[config.mk]
export PLATFORM = sky130hd
export DESIGN_NAME = led_bounce_monitor
export DESIGN_NICKNAME = d
export VERILOG_FILES = /design/src/rtl/led_pkg.sv /design/src/rtl/led_onehot_enc.sv /design/src/rtl/led_bounce_monitor.sv
export SDC_FILE = /design/constraint.sdc
export NUM_CORES = 1
export LEC_CHECK = 0
export CAP_MARGIN = 20
export CORE_MARGIN = 3
export CORE_UTILIZATION = 43
export DETAILED_ROUTE_END_ITERATION = 10
export MAX_ROUTING_LAYER = met4
export PLACE_DENSITY = 0.67
export REMOVE_ABC_BUFFERS = 1
export SETUP_SLACK_MARGIN = 0.4
export SLEW_MARGIN = 0
export SYNTH_ARGS = -nofsm -noshare
export SYNTH_HDL_FRONTEND = slang
export SYNTH_SLANG_ARGS = --single-unit
export TNS_END_PERCENT = 1
[constraint.sdc]
create_clock -name clk -period 7.25 [get_ports clk]
set_input_delay 1.45 -clock clk [delete_from_list [all_inputs] [get_ports clk]]
set_output_delay 1.45 -clock clk [all_outputs]
set_load 0.03 [all_outputs]
[src/rtl/led_pkg.sv]
// Shared definitions for the LED shifter and its bounce monitor.
// State encoding, pattern width and the shifter's reset pattern.
package led_pkg;

   localparam int LED_WIDTH = 8;

   localparam logic [LED_WIDTH-1:0] LED_RESET_PATTERN = 8'h01;

   typedef enum logic [1:0] {
      IDLE  = 2'd0,
      TRACK = 2'd1,
      FAULT = 2'd2
   } led_state_t;

endpackage

[src/rtl/led_onehot_enc.sv]
// One-hot pattern encoder: index of the set bit plus a legality flag.
// Index is only meaningful while onehot_ok is high.
module led_onehot_enc #(
   parameter int WIDTH = 8,
   parameter int IDX_W = $clog2(WIDTH)
) (
   input  logic [WIDTH-1:0] pat,
   output logic [IDX_W-1:0] idx,
   output logic             onehot_ok
);

   // Priority-free encode; a single set bit yields its position.
   always_comb begin
      idx = '0;
      for (int i = 0; i < WIDTH; i++) begin
         if (pat[i]) idx = IDX_W'(i);
      end
   end

   // Exactly one bit set: nonzero and clearing the lowest bit leaves zero.
   always_comb begin
      onehot_ok = (pat != '0) &&
                  ((pat & (pat - WIDTH'(1))) == '0);
   end

endmodule

[src/rtl/led_bounce_monitor.sv]
// Bouncing-LED pattern checker: tracks position/direction, counts
// end-of-travel turns and raises a sticky error on any bad step.
module led_bounce_monitor
   import led_pkg::*;
#(
   parameter int WIDTH = LED_WIDTH,
   parameter int IDX_W = $clog2(WIDTH),
   parameter int CNT_W = 8
) (
   input  logic             clk,
   input  logic             rs,
   input  logic             en,
   input  logic [WIDTH-1:0] q_in,
   output logic [IDX_W-1:0] pos,
   output logic             dir,
   output logic             bounce,
   output logic [CNT_W-1:0] bounce_cnt,
   output logic             locked,
   output logic             err
);

   localparam logic [IDX_W-1:0] IDX_MAX = IDX_W'(WIDTH - 1);
   localparam logic [IDX_W-1:0] IDX_ONE = IDX_W'(1);
   localparam logic [CNT_W-1:0] CNT_ONE = CNT_W'(1);
   localparam logic [WIDTH-1:0] RELOCK_PAT = WIDTH'(LED_RESET_PATTERN);

   led_state_t       state;
   logic [WIDTH-1:0] prev;
   logic [IDX_W-1:0] enc_idx;
   logic             enc_ok;
   logic [IDX_W-1:0] exp_idx;
   logic             wrap;
   logic             step_ok;

   led_onehot_enc #(
      .WIDTH (WIDTH),
      .IDX_W (IDX_W)
   ) u_enc (
      .pat       (q_in),
      .idx       (enc_idx),
      .onehot_ok (enc_ok)
   );

   // Expected next index; end-of-travel wrap is never a valid step.
   always_comb begin
      exp_idx = dir ? (pos - IDX_ONE) : (pos + IDX_ONE);
      wrap    = (dir && (pos == '0)) ||
                (!dir && (pos == IDX_MAX));
      step_ok = enc_ok && !wrap && (enc_idx == exp_idx);
   end

   // Tracking FSM with registered outputs; rs overrides en.
   always_ff @(posedge clk) begin
      if (rs) begin
         state      <= IDLE;
         prev       <= '0;
         pos        <= '0;
         dir        <= 1'b0;
         bounce     <= 1'b0;
         bounce_cnt <= '0;
         locked     <= 1'b0;
         err        <= 1'b0;
      end else begin
         bounce <= 1'b0;
         if (en) begin
            unique case (state)
               IDLE: begin
                  if (enc_ok) begin
                     pos    <= enc_idx;
                     dir    <= (enc_idx == IDX_MAX);
                     prev   <= q_in;
                     locked <= 1'b1;
                     state  <= TRACK;
                  end else begin
                     err   <= 1'b1;
                     state <= FAULT;
                  end
               end
               TRACK: begin
                  if (q_in == prev) begin
                     state <= TRACK;
                  end else if (step_ok) begin
                     pos  <= enc_idx;
                     prev <= q_in;
                     if (enc_idx == IDX_MAX || enc_idx == '0) begin
                        dir    <= (enc_idx == IDX_MAX);
                        bounce <= 1'b1;
                        if (bounce_cnt != '1)
                           bounce_cnt <= bounce_cnt + CNT_ONE;
                     end
                  end else begin
                     err    <= 1'b1;
                     locked <= 1'b0;
                     state  <= FAULT;
                  end
               end
               FAULT: begin
                  if (q_in == RELOCK_PAT) begin
                     pos    <= '0;
                     dir    <= 1'b0;
                     prev   <= q_in;
                     locked <= 1'b1;
                     state  <= TRACK;
                  end
               end
               default: begin
                  state <= IDLE;
               end
            endcase
         end
      end
   end

endmodule

==> run summary <==
Largest cells by area after synthesis -> dfxtp_1 (32%), a21oi_1 (7.0%), xnor2_1 (6.1%), o21ai_0 (4.5%), or3b_1 (3.9%)
Die height -> 66.5 um
FF+latch count, synth -> 25
Filler Cell Count -> 339
Final period util -> 54.6%
Synthesis Warnings -> 0
Final setup TNS -> 0 ns
Hold EP -> err$_SDFFE_PP0P_
Global-route wire length before repair -> 6.22 mm
Nets -> 213
CP Launch Type -> input port
Post-route ant nets -> 0
Compound-gate portion of the synthesized area -> 21.5%
CTS tree -> done
Reg2Reg Depth -> 7
Min Tclk post-route -> 3.96 ns
Max_slew headroom -> 37.7%
Initial core utilization -> 46.0%
Number of synthesized flops with an enable pin -> 0
Post-synthesis area per instance -> 8.83 um2
Sequential-to-total area share from yosys stat -> 31.8%
Adder-Cell Fraction of Synth Area -> 2.71%
Hold Buf Count CTS -> 0
Synth Area in XOR/XNOR -> 7.25%
I/O pins -> 26
Top-count cell post-synth -> dfxtp_1
Layout cells sized above 1 -> 11.1%
Core ar. -> 0.00342 mm2
Top cell type's share of synthesized area -> 31.8%
GRT Total Usage -> 18.1%
Vias in the first global route -> 1366
Synth area leader -> dfxtp_1
Worst-Skew Late Latency -> 0.32 ns
WL per Instance -> 14.3 um
Mux contribution to synthesized area -> 2.55%
Drt pass-1 iters -> 4
R2R Setup Slk -> 4.60 ns
Sink Count -> 25
Pwr/cell area -> 139 mW/mm2
Final hold vios -> 0
# Max-Cap Violations -> 0
Post-Syn Area -> 0.00157 mm2
TritonCTS buffer count -> 3
Row cnt -> 21
Gr ovfl total -> 0
Fin cells -> 245
Worst-Margin Slew -> 0.931 ns
HP Start -> err$_SDFFE_PP0P_
P&R area growth vs syn -> 16.2%
Peak VDD IR -> 68.9 uV
HP Class -> register to register
N_diodes -> 0
Routability Congestion -> 0.839
CTS clk-pin slew, worst paths -> 0.14 ns
Status -> completed
Final core occ -> 53.4%
Ys async rst share -> 0%
Synth Area in Simple Gates -> 27.1%
CP Capture Type -> register
CP Class -> input port to register
Port Buffers -> 25
Cells after synthesis -> 178
Clk root buf -> clkbuf_4
Final Setup Violations -> 0
Crit path arrival time -> 4.20 ns
Post-CTS sizing -> 0
# DRC -> 0
Die Wd -> 66.5 um
Fmax -> 252 MHz
Largest family of logic cells by synthesized area -> simple AND/OR/NAND/NOR gates
H-tree Lvls -> 1
CP Max Fanout -> 14
RSZ-0062 raised after global routing -> no
Detailed Route Iter0 Violations -> 58
Post-DP HPWL -> 2.53 mm
Bufs on Longest Clock Path -> 2
R2R Path End -> bounce_cnt[3]$_SDFFE_PP0P_
Main synth FF type -> dfxtp_1
Via count -> 1401
Max-slew violation count -> 0
Vias per cell -> 5.72
Worst clock skew -> 0.00310 ns
Library cells used by synthesis -> 47
Placed cells -> 241
Leakage -> 0.000593 uW
Setup bufs post-CTS -> 0
Initial antenna violation count -> 0
R2r startpoint -> pos[0]$_SDFFE_PP0P_
Critical path required time -> 7.49 ns
Commonest cells in the netlist -> dfxtp_1 (25), a21oi_1 (22), o21ai_0 (14)
Largest net degree at the start of global routing -> 25
Drt total wl -> 3.49 mm
Die area -> 0.00442 mm2
Hold depth -> 2
==> state kept, by name, indices dropped and copies added, names as in the netlist <==
register	flops
bounce	1
locked	1
bounce_cnt	8
dir	1
state	2
err	1
prev	8
pos	3
==> layer usage <==
metal	GRT usage, %	share of wire [%]	up-vias
met5	-	0	-
met4	6.35	1.8	0
met3	2.70	2.5	8
met2	27.4	45	23
met1	24.5	50	663
li1	-	-	707
==> area by class of cell <==
class / instances / area (um2) / area share (%)
Tap cell: 46 / 57.6 / 3.15
Sequential cell: 25 / 500 / 27.4
Inverter: 6 / 22.5 / 1.23
Timing Repair Buffer: 26 / 258 / 14.1
Multi-Input combinational cell: 138 / 960 / 52.6
Clock buffer: 3 / 22.5 / 1.23
Clock inverter: 1 / 5.00 / 0.274
==> critical path: stages <==
cell and delay [ns]:
clkdlybuf4s50_1 0.55, nor4_4 0.39, mux2i_1 0.27, o311a_4 0.20
nor4_2 0.05, o31ai_1 0.71, buf_4 0.30, o21ai_0 0.11
a21oi_1 0.18
==> cell usage in the layout (no fill, tap or decap), types with 5 or more instances in the layout <==
cell type / netlist / routed
nand3_1: 5 / 5
o21ai_0: 14 / 14
clkdlybuf4s50_1: 0 / 25
a21oi_1: 22 / 22
or4_1: 6 / 6
or3b_1: 7 / 7
nand2_1: 7 / 7
dfxtp_1: 25 / 25
xnor2_1: 11 / 11
inv_1: 6 / 6
o31ai_1: 8 / 8
nor2_1: 9 / 9
==> kinds of logic (layout without fill, tap and decap cells) <==
| logic type | count (synthesis) | count (layout) |
|---|---|---|
| muxes | 4 | 4 |
| buffers and inverters | 15 | 36 |
| xor gates and xnor gates | 13 | 13 |
| and+or+nand+nor | 65 | 65 |
| DFF | 25 | 25 |
| adders and majority gates | 3 | 3 |
| AOI/OAI and AO/OA | 53 | 53 |
==> worst max path at each step <==
stage,to,cells after the start,slack (ns),start
3_3_place_gp,prev[3]$_SDFFE_PP0P_,9,3.08,q_in[0]
5_1_grt,bounce_cnt[3]$_SDFFE_PP0P_,8,3.09,q_in[1]
4_1_cts,prev[3]$_SDFFE_PP0P_,9,3.28,q_in[0]
6_report,prev[3]$_SDFFE_PP0P_,9,3.29,q_in[0]
2_1_floorplan,dir$_SDFFE_PP0P_,7,3.47,q_in[0]
3_5_place_dp,prev[3]$_SDFFE_PP0P_,9,2.95,q_in[0]
==> report_power, final <==
part / internal [uW] / total (uW) / switching [uW]
logic: 19.5 / 45.9 / 26.4
registers: 141 / 144 / 3.40
clock network: 20.7 / 62.8 / 42.1
total: 181 / 253 / 72.0
==> per-stage QoR <==
step	hold slack, ns	power [uW]	worst slack [ns]	area (um2)
floorplan	0.460	173	3.47	1480
global placement	0.435	192	3.08	1800
finish	0.454	253	3.29	1830
detailed placement	0.440	193	2.95	1800
CTS	0.458	256	3.28	1830
global route	0.478	267	3.09	1830
No activity file was read; power rests on OpenSTA's default activity.
